File: config.mk
export PLATFORM = sky130hd
export DESIGN_NAME = ex_stage_core_flat
export DESIGN_NICKNAME = d
export VERILOG_FILES = /design/src/rtl/ex_stage_core_pkg.sv /design/src/rtl/ex_stage_core_if.sv /design/src/rtl/ex_fwd_unit.sv /design/src/rtl/ex_stage_core.sv /design/src/flat_wrapper.sv
export SDC_FILE = /design/constraint.sdc
export NUM_CORES = 2
export LEC_CHECK = 0
export ABC_AREA = 0
export CAP_MARGIN = 20
export CORE_MARGIN = 5
export CORE_UTILIZATION = 64
export CTS_CLUSTER_DIAMETER = 200
export DETAILED_ROUTE_END_ITERATION = 12
export DONT_BUFFER_PORTS = 1
export GPL_ROUTABILITY_DRIVEN = 0
export PLACE_DENSITY = 0.86
export SLEW_MARGIN = 20
export SYNTH_ARGS = -nofsm -noshare
export SYNTH_HDL_FRONTEND = slang
export SYNTH_SLANG_ARGS = --single-unit
File: constraint.sdc
create_clock -name Clock -period 20.3 [get_ports Clock]
set_input_delay 4.06 -clock Clock [delete_from_list [all_inputs] [get_ports Clock]]
set_output_delay 4.06 -clock Clock [all_outputs]
set_load 0.02 [all_outputs]
File: src/rtl/ex_stage_core_pkg.sv
// ex_pkg: shared definitions for the MIPS32 execute stage.
//   - R-type funct field constants
//   - ALUCtrl instruction-class constants from the main decoder
//   - aluOpE: the decoded ALU operation (exported on ALUOp for debug)
package ex_pkg;

    localparam logic [5:0] FN_SLL  = 6'h00;
    localparam logic [5:0] FN_JR   = 6'h08;
    localparam logic [5:0] FN_MFHI = 6'h10;
    localparam logic [5:0] FN_MFLO = 6'h12;
    localparam logic [5:0] FN_MUL  = 6'h18;
    localparam logic [5:0] FN_DIV  = 6'h1A;
    localparam logic [5:0] FN_ADD  = 6'h20;
    localparam logic [5:0] FN_SUB  = 6'h22;
    localparam logic [5:0] FN_SLT  = 6'h2A;

    localparam logic [2:0] CLS_R   = 3'b000;
    localparam logic [2:0] CLS_ADD = 3'b001;
    localparam logic [2:0] CLS_SUB = 3'b010;
    localparam logic [2:0] CLS_OR  = 3'b011;
    localparam logic [2:0] CLS_LUI = 3'b100;

    typedef enum logic [3:0] {
        OP_ADD  = 4'd0,
        OP_SUB  = 4'd1,
        OP_SLL  = 4'd2,
        OP_OR   = 4'd3,
        OP_SLT  = 4'd4,
        OP_LUI  = 4'd5,
        OP_MUL  = 4'd6,
        OP_DIV  = 4'd7,
        OP_MFHI = 4'd8,
        OP_MFLO = 4'd9
    } aluOpE;

endpackage

File: src/rtl/ex_stage_core_if.sv
// ex_stage_core_if: bundles the execute-stage ALU and forwarding signals.
//   master: the surrounding pipeline (drives operands/control, reads results)
//   slave : ex_stage_core (reads operands/control, drives ALUOp/ALUOut/ForA/ForB/ForC)
interface ex_stage_core_if;

    logic [5:0]  Funct;
    logic [2:0]  ALUCtrl;
    logic [31:0] A;
    logic [31:0] B;
    logic [4:0]  Shamt;
    logic [3:0]  ALUOp;
    logic [31:0] ALUOut;

    logic [4:0]  IDEX_RegRs;
    logic [4:0]  IDEX_RegRt;
    logic [4:0]  EXMEM_RegRd;
    logic [4:0]  MEMWB_RegRd;
    logic        EXMEM_RegWrite;
    logic        EXMEM_MemWrite;
    logic        MEMWB_RegWrite;
    logic        MEMWB_MemToReg;
    logic [1:0]  ForA;
    logic [1:0]  ForB;
    logic        ForC;

    modport master (
        output Funct, ALUCtrl, A, B, Shamt,
        output IDEX_RegRs, IDEX_RegRt, EXMEM_RegRd, MEMWB_RegRd,
        output EXMEM_RegWrite, EXMEM_MemWrite, MEMWB_RegWrite, MEMWB_MemToReg,
        input  ALUOp, ALUOut, ForA, ForB, ForC
    );

    modport slave (
        input  Funct, ALUCtrl, A, B, Shamt,
        input  IDEX_RegRs, IDEX_RegRt, EXMEM_RegRd, MEMWB_RegRd,
        input  EXMEM_RegWrite, EXMEM_MemWrite, MEMWB_RegWrite, MEMWB_MemToReg,
        output ALUOp, ALUOut, ForA, ForB, ForC
    );

endinterface

File: src/rtl/ex_fwd_unit.sv
// ex_fwd_unit: combinational forwarding-select logic.
//   IDEX_RegRs/IDEX_RegRt : sources of the instruction in EX
//   EXMEM_* / MEMWB_*     : destination and control of the instructions in MEM/WB
//   ForA/ForB             : 00 regfile, 01 MEM/WB result, 10 EX/MEM result
//   ForC                  : 1 selects MEM/WB load data as store data in MEM
module ex_fwd_unit (
    input  logic [4:0] IDEX_RegRs,
    input  logic [4:0] IDEX_RegRt,
    input  logic [4:0] EXMEM_RegRd,
    input  logic [4:0] MEMWB_RegRd,
    input  logic       EXMEM_RegWrite,
    input  logic       EXMEM_MemWrite,
    input  logic       MEMWB_RegWrite,
    input  logic       MEMWB_MemToReg,
    output logic [1:0] ForA,
    output logic [1:0] ForB,
    output logic       ForC
);

    // A store in MEM carries its rt in EXMEM_RegRd, so it must never look
    // like a producer to the EX-stage operand muxes.
    logic exValid;
    logic wbValid;

    assign exValid = EXMEM_RegWrite && !EXMEM_MemWrite && (EXMEM_RegRd != '0);
    assign wbValid = MEMWB_RegWrite && (MEMWB_RegRd != '0);

    always_comb begin
        ForA = 2'b00;
        ForB = 2'b00;
        if (exValid && (EXMEM_RegRd == IDEX_RegRs)) begin
            ForA = 2'b10;
        end else if (wbValid && (MEMWB_RegRd == IDEX_RegRs)) begin
            ForA = 2'b01;
        end
        if (exValid && (EXMEM_RegRd == IDEX_RegRt)) begin
            ForB = 2'b10;
        end else if (wbValid && (MEMWB_RegRd == IDEX_RegRt)) begin
            ForB = 2'b01;
        end
    end

    // Load in WB feeding the store data of a store in MEM.
    assign ForC = EXMEM_MemWrite && MEMWB_MemToReg && wbValid
                  && (MEMWB_RegRd == EXMEM_RegRd);

endmodule

File: src/rtl/ex_stage_core.sv
// ex_stage_core: MIPS32 execute-stage datapath core.
//   Clock, Reset : single clock, asynchronous active-high reset (clears HI/LO)
//   bus (slave)  : Funct/ALUCtrl/A/B/Shamt in, ALUOp/ALUOut out,
//                  forwarding inputs in, ForA/ForB/ForC out
// ALU decode, datapath and forwarding are combinational; HI/LO load on a
// DIV with non-zero divisor at the rising clock edge.
module ex_stage_core
    import ex_pkg::*;
(
    input logic           Clock,
    input logic           Reset,
    ex_stage_core_if.slave bus
);

    aluOpE       aluOp;
    logic [31:0] hiReg;
    logic [31:0] loReg;
    logic [31:0] quotient;
    logic [31:0] remainder;
    logic        divByZero;

    always_comb begin
        aluOp = OP_ADD;
        case (bus.ALUCtrl)
            CLS_R: begin
                case (bus.Funct)
                    FN_SUB:  aluOp = OP_SUB;
                    FN_SLL:  aluOp = OP_SLL;
                    FN_SLT:  aluOp = OP_SLT;
                    FN_MUL:  aluOp = OP_MUL;
                    FN_DIV:  aluOp = OP_DIV;
                    FN_MFHI: aluOp = OP_MFHI;
                    FN_MFLO: aluOp = OP_MFLO;
                    default: aluOp = OP_ADD;   // add, jr and unknown functs
                endcase
            end
            CLS_SUB: aluOp = OP_SUB;
            CLS_OR:  aluOp = OP_OR;
            CLS_LUI: aluOp = OP_LUI;
            default: aluOp = OP_ADD;
        endcase
    end

    assign bus.ALUOp = aluOp;

    // Signed / and % truncate toward zero with the remainder following the
    // dividend's sign, matching MIPS div.
    assign divByZero = (bus.B == '0);
    assign quotient  = divByZero ? '0 : 32'($signed(bus.A) / $signed(bus.B));
    assign remainder = divByZero ? '0 : 32'($signed(bus.A) % $signed(bus.B));

    always_comb begin
        bus.ALUOut = '0;
        case (aluOp)
            OP_ADD:  bus.ALUOut = bus.A + bus.B;
            OP_SUB:  bus.ALUOut = bus.A - bus.B;
            OP_SLL:  bus.ALUOut = bus.B << bus.Shamt;
            OP_OR:   bus.ALUOut = bus.A | bus.B;
            OP_SLT:  bus.ALUOut = {31'b0, ($signed(bus.A) < $signed(bus.B))};
            OP_LUI:  bus.ALUOut = {bus.B[15:0], 16'h0000};
            // The low word of a product is identical for signed and unsigned operands.
            OP_MUL:  bus.ALUOut = bus.A * bus.B;
            OP_DIV:  bus.ALUOut = '0;
            OP_MFHI: bus.ALUOut = hiReg;
            OP_MFLO: bus.ALUOut = loReg;
            default: bus.ALUOut = '0;
        endcase
    end

    always_ff @(posedge Clock or posedge Reset) begin
        if (Reset) begin
            hiReg <= '0;
            loReg <= '0;
        end else if ((aluOp == OP_DIV) && !divByZero) begin
            hiReg <= remainder;
            loReg <= quotient;
        end
    end

    ex_fwd_unit fwdUnit (
        .IDEX_RegRs     (bus.IDEX_RegRs),
        .IDEX_RegRt     (bus.IDEX_RegRt),
        .EXMEM_RegRd    (bus.EXMEM_RegRd),
        .MEMWB_RegRd    (bus.MEMWB_RegRd),
        .EXMEM_RegWrite (bus.EXMEM_RegWrite),
        .EXMEM_MemWrite (bus.EXMEM_MemWrite),
        .MEMWB_RegWrite (bus.MEMWB_RegWrite),
        .MEMWB_MemToReg (bus.MEMWB_MemToReg),
        .ForA           (bus.ForA),
        .ForB           (bus.ForB),
        .ForC           (bus.ForC)
    );

endmodule

File: src/flat_wrapper.sv
// flat-port wrapper written by rule: the top's interface ports become plain ports
module ex_stage_core_flat import ex_pkg::*;
  (Clock, Reset, bus_Funct, bus_ALUCtrl, bus_A, bus_B, bus_Shamt, bus_IDEX_RegRs, bus_IDEX_RegRt, bus_EXMEM_RegRd, bus_MEMWB_RegRd, bus_EXMEM_RegWrite, bus_EXMEM_MemWrite, bus_MEMWB_RegWrite, bus_MEMWB_MemToReg, bus_ALUOp, bus_ALUOut, bus_ForA, bus_ForB, bus_ForC);
  ex_stage_core_if bus_i ();
  input logic Clock;
  input logic Reset;
  input wire logic [$bits(bus_i.Funct)-1:0] bus_Funct;
  input wire logic [$bits(bus_i.ALUCtrl)-1:0] bus_ALUCtrl;
  input wire logic [$bits(bus_i.A)-1:0] bus_A;
  input wire logic [$bits(bus_i.B)-1:0] bus_B;
  input wire logic [$bits(bus_i.Shamt)-1:0] bus_Shamt;
  input wire logic [$bits(bus_i.IDEX_RegRs)-1:0] bus_IDEX_RegRs;
  input wire logic [$bits(bus_i.IDEX_RegRt)-1:0] bus_IDEX_RegRt;
  input wire logic [$bits(bus_i.EXMEM_RegRd)-1:0] bus_EXMEM_RegRd;
  input wire logic [$bits(bus_i.MEMWB_RegRd)-1:0] bus_MEMWB_RegRd;
  input wire logic [$bits(bus_i.EXMEM_RegWrite)-1:0] bus_EXMEM_RegWrite;
  input wire logic [$bits(bus_i.EXMEM_MemWrite)-1:0] bus_EXMEM_MemWrite;
  input wire logic [$bits(bus_i.MEMWB_RegWrite)-1:0] bus_MEMWB_RegWrite;
  input wire logic [$bits(bus_i.MEMWB_MemToReg)-1:0] bus_MEMWB_MemToReg;
  output wire logic [$bits(bus_i.ALUOp)-1:0] bus_ALUOp;
  output wire logic [$bits(bus_i.ALUOut)-1:0] bus_ALUOut;
  output wire logic [$bits(bus_i.ForA)-1:0] bus_ForA;
  output wire logic [$bits(bus_i.ForB)-1:0] bus_ForB;
  output wire logic [$bits(bus_i.ForC)-1:0] bus_ForC;
  assign bus_i.Funct = bus_Funct;
  assign bus_i.ALUCtrl = bus_ALUCtrl;
  assign bus_i.A = bus_A;
  assign bus_i.B = bus_B;
  assign bus_i.Shamt = bus_Shamt;
  assign bus_i.IDEX_RegRs = bus_IDEX_RegRs;
  assign bus_i.IDEX_RegRt = bus_IDEX_RegRt;
  assign bus_i.EXMEM_RegRd = bus_EXMEM_RegRd;
  assign bus_i.MEMWB_RegRd = bus_MEMWB_RegRd;
  assign bus_i.EXMEM_RegWrite = bus_EXMEM_RegWrite;
  assign bus_i.EXMEM_MemWrite = bus_EXMEM_MemWrite;
  assign bus_i.MEMWB_RegWrite = bus_MEMWB_RegWrite;
  assign bus_i.MEMWB_MemToReg = bus_MEMWB_MemToReg;
  assign bus_ALUOp = bus_i.ALUOp;
  assign bus_ALUOut = bus_i.ALUOut;
  assign bus_ForA = bus_i.ForA;
  assign bus_ForB = bus_i.ForB;
  assign bus_ForC = bus_i.ForC;
  ex_stage_core u_core (.Clock(Clock), .Reset(Reset), .bus(bus_i));
endmodule
==> results of run 1 <==
-- logic make-up after synthesis --
family	Yosys count	share of synthesized area [%]
simple gates	2906	22.8
compound gates	2209	25.1
fa+ha+maj	1161	30.4
buf+inv	1109	7.30
flops	64	2.77
xor+xnor	607	9.18
mux	110	2.49
-- what timing repair did --
action	in CTS
gates cloned	2
pin swaps	299
setup endpoints to repair	64
buffers inserted	266
resized for setup	643
-- metal layers --
| metal | GRT usage [%] | GRT overflow |
|---|---|---|
| met4 | 117 | 2048 |
| met2 | 145 | 9192 |
| met1 | 100 | 1277 |
| met5 | 95.0 | 144 |
| met3 | 99.2 | 932 |
-- metrics by stage --
step                      hold slack [ns]  TNS (ns)  util, %
after floorplan                     0.449  -3193.91        -
after global placement              0.462  -3178.21     87.1
after detailed placement            0.481  -3578.68     87.1
after CTS                           0.511  -3312.74     93.3
==> flow_summary.json, run 1 <==
{
  "status": "aborted with a tool error",
  "stop_stage": "global routing (5_1_grt)",
  "error": "[ERROR GRT-0116] Global routing finished with congestion. Check the congestion regions in the DRC Viewer.",
  "die_y_um": 311,
  "syn_area_mm2": 0.0579,
  "ys.flop_type": "dfrtp_1",
  "synth-seq-cells": 64,
  "yosys.area.top_type": "ha_1",
  "synth_warnings": 0,
  "htree_num_levels": 3,
  "cts_hold_buffers": 0,
  "synth_top_cells_by_area": "ha_1, fa_1, nand2_1",
  "cts_root_buf": "clkbuf_16",
  "syn_nets": 9431,
  "io_pins": 145,
  "grt_max_degree": 95,
  "netlist_top_cells_count": "nand2_1, nor2_1, ha_1, inv_1, a21oi_1",
  "cts.sinks": 64,
  "ys_seq_area_share_pct": 2.77,
  "num_rows": 110,
  "synthDistinctLibCells": 106,
  "start_util_pct": 64.4,
  "place.detailed.instances": 11451,
  "grt_first_pass_wirelength_um": 848000,
  "port_buffers": 0,
  "dp_slack_ns": -57.08,
  "grt_pass1_vias": 121552,
  "numCtsBuffers": 9,
  "yosysMostFrequentCell": "nand2_1",
  "async_flop_share_pct": 100,
  "dpl_cell_area_mm2": 0.0783,
  "synth-edff-count": 0,
  "syn_area_per_cell_um2": 7.09,
  "chipWidth_um": 311,
  "synthCells": 8166,
  "grt.overflow.total": 13593,
  "synth_top_area_share_pct": 16.2,
  "dp_hpwl_um": 276000,
  "clock_path_buffers": 2,
  "grt_usage_pct": 115
}
==> run 2, diff against run 1 <==
Settings changed: CORE_UTILIZATION 64 to 40, CTS_CLUSTER_DIAMETER 200 to not set, PLACE_DENSITY 0.86 to not set, PLACE_DENSITY_LB_ADDON set to 0.15.
==> run 2 against run 1 <==
The flow now finishes, with violations (setup timing); area after synthesis unchanged; synthesized cell count unchanged.
==> flow_summary.json, run 2 <==
{
  "status": "complete, but fails checks",
  "violations": "setup timing",
  "syn_area_mm2": 0.0579,
  "rrSetupSlack_ns": 19.44,
  "fin_crit_ns": 70.74,
  "irDropWorstVdd_v": 0.000674,
  "synthToLayoutAreaGrowth_pct": 55.2,
  "synth-edff-count": 0,
  "ys_seq_area_share_pct": 2.77,
  "synth-seq-cells": 64,
  "slew_violations": 0,
  "place.detailed.instances": 12293,
  "final_area_mm2": 0.0899,
  "antenna_found_initial": 8,
  "clk_pin_slew_ns": 0.06,
  "rr_startpoint": "u_core.loReg[17]$_DFFE_PP0P_",
  "fmax_mhz": 14.1,
  "grt.overflow.total": 0,
  "synth_top_cells_by_area": "ha_1, fa_1, nand2_1",
  "grt_pass1_vias": 74779,
  "cts_tree": "yes",
  "via_count": 76681,
  "hold_path_depth": 2,
  "synth_warnings": 0,
  "cpMaxStageDelayCell": "or4b_4",
  "core_area_mm2": 0.144,
  "drcViolationCount": 0,
  "p_leak_nw": 43.9,
  "hold_viol": 0,
  "dp_hpwl_um": 241000,
  "syn_nets": 9431,
  "clock_path_buffers": 2,
  "clock_latency_ns": 0.38,
  "maxCapViolations": 0,
  "viasPerCell": 6.01,
  "relSlewSlack_pct": 19.7,
  "grt_first_pass_wirelength_um": 454000,
  "drive_gt1_share_pct": 38.9,
  "ys.flop_type": "dfrtp_1",
  "drt-wirelength-per-cell_um": 24.7,
  "netlist_top_cells_count": "nand2_1, nor2_1, ha_1, inv_1, a21oi_1",
  "crit_top_cell": "ha_4",
  "synthDistinctLibCells": 106,
  "async_flop_share_pct": 100,
  "setup.worst_path.start": "bus_B[15]",
  "cp-end-kind": "register",
  "start_util_pct": 40.3,
  "dpl_cell_area_mm2": 0.0801,
  "reg2reg_to": "u_core.loReg[17]$_DFFE_PP0P_",
  "worst_hold_path.endpoint": "u_core.hiReg[12]$_DFFE_PP0P_",
  "yosysMostFrequentCell": "nand2_1",
  "first_pass_iters": 7,
  "finalPower_w": 0.0138,
  "chipWidth_um": 390,
  "dp_slack_ns": -55.61,
  "finalCritPeriodShare_pct": 348,
  "mostFrequentLayoutCells": "buf_4, nand2_1, nor2_1",
  "finClkSkew_ns": 0,
  "setup_viol": 64,
  "io_pins": 145,
  "numCtsBuffers": 9,
  "syn_area_per_cell_um2": 7.09,
  "max_stage_delay_ns": 0.58,
  "cts.sinks": 64,
  "cp-start-kind": "input pin",
  "grt_usage_pct": 38.6,
  "wl_um": 316000,
  "path_class": "in2reg",
  "drtIter0Drc": 8404,
  "port_buffers": 0,
  "hold_slack_ns": 0.490,
  "layout_commonest_cell": "buf_4",
  "top_regs": "u_core.hiReg (32), u_core.loReg (32)",
  "synthCells": 8166,
  "r2r.worst_path.cells": 2,
  "power.density_mw_per_mm2": 154,
  "setup_slack_ns": -50.44,
  "worstHoldStart": "u_core.hiReg[12]$_DFFE_PP0P_",
  "worstPathMaxFanout": 26,
  "required_ns": 20.56,
  "hp-class": "reg2reg",
  "worst_pin_slew_ns": 1.19,
  "post_layout_nonfiller_instances": 12769,
  "num_rows": 139,
  "synth_top_area_share_pct": 16.2,
  "arrival_ns": 71.00,
  "rsz0062_at_grt": "true",
  "htree_num_levels": 3,
  "final_nets": 12119,
  "die_y_um": 390,
  "cts_root_buf": "clkbuf_16",
  "grt_max_degree": 81,
  "ant_nets": 0,
  "yosys.area.top_type": "ha_1",
  "die_area_mm2": 0.152
}
run 2: cell counts after synthesis:
No cell type changed its count.
run 2: what timing repair did:
item                                    CTS  global route
hold buffers                              0             0
setup buffers                           281           179
gates resized for setup                 538           683
gates cloned                              2             3
pin swaps                               323           439
endpoints found under the setup margin   64            64
run 2: worst max path at each step:
| stage | to | cells past startpoint |
|---|---|---|
| after floorplan | u_core.hiReg[27]$_DFFE_PP0P_ | 357 |
| after global placement | u_core.hiReg[25]$_DFFE_PP0P_ | 337 |
| after detailed placement | u_core.hiReg[25]$_DFFE_PP0P_ | 334 |
| after CTS | u_core.hiReg[25]$_DFFE_PP0P_ | 356 |
| after global routing | u_core.hiReg[25]$_DFFE_PP0P_ | 364 |
| final | u_core.hiReg[27]$_DFFE_PP0P_ | 349 |
run 2: power breakdown:
group	total [W]	leakage [nW]	internal, W	switching [W]
Combinational	0.0134	42.9	0.00610	0.00733
Clock	0.000171	0.139	0.0000962	0.0000751
Sequential	0.000238	0.863	0.000174	0.0000639
Total	0.0138	43.9	0.00637	0.00747
run 2: cell families after synthesis:
family          count (synthesis)  synth area share (%)
compound gates               2209                  25.1
buf+inv                      1109                  7.30
fa+ha+maj                    1161                  30.4
xor+xnor                      607                  9.18
mux                           110                  2.49
simple gates                 2906                  22.8
flops                          64                  2.77
run 2: area by class of cell:
type	count	area (µm²)
multi-input cells	6994	59200
fillers	12409	53900
repair buffers	3030	23500
inverters	755	2850
well taps	1903	2380
flip-flops and latches	64	1600
clock buffers	9	225
clock inverters	7	78.8
diodes	7	17.5
run 2: metal layers:
metal / GRT usage [%] / part of all wire, % / wire length [µm]
met1: 47.8 / 37 / 118000
met2: 60.2 / 42 / 134000
met5: 1.03 / 0.079 / 250
met3: 10.0 / 12 / 38300
met4: 23.3 / 8.1 / 25400
run 2: stage by stage:
step | utilization, % | TNS [ns]
3_3_place_gp | 55.7 | -3377.12
5_1_grt | 62.5 | -3308.01
3_5_place_dp | 55.7 | -3481.35
4_1_cts | 59.2 | -3092.47
6_report | 62.5 | -3159.24
2_1_floorplan | - | -3193.91
run 2: critical path, delay by kind of cell:
family | cells | cell delay [ns]
buffers and inverters | 51 | 7.47
multiplexers | 6 | 1.63
adder cells (fa/ha/maj) | 31 | 8.56
XOR/XNOR | 4 | 0.55
AO/OA/AOI/OAI | 160 | 29.07
AND/OR/NAND/NOR | 97 | 19.43
Note: power is estimated with default switching activity, not from simulation.
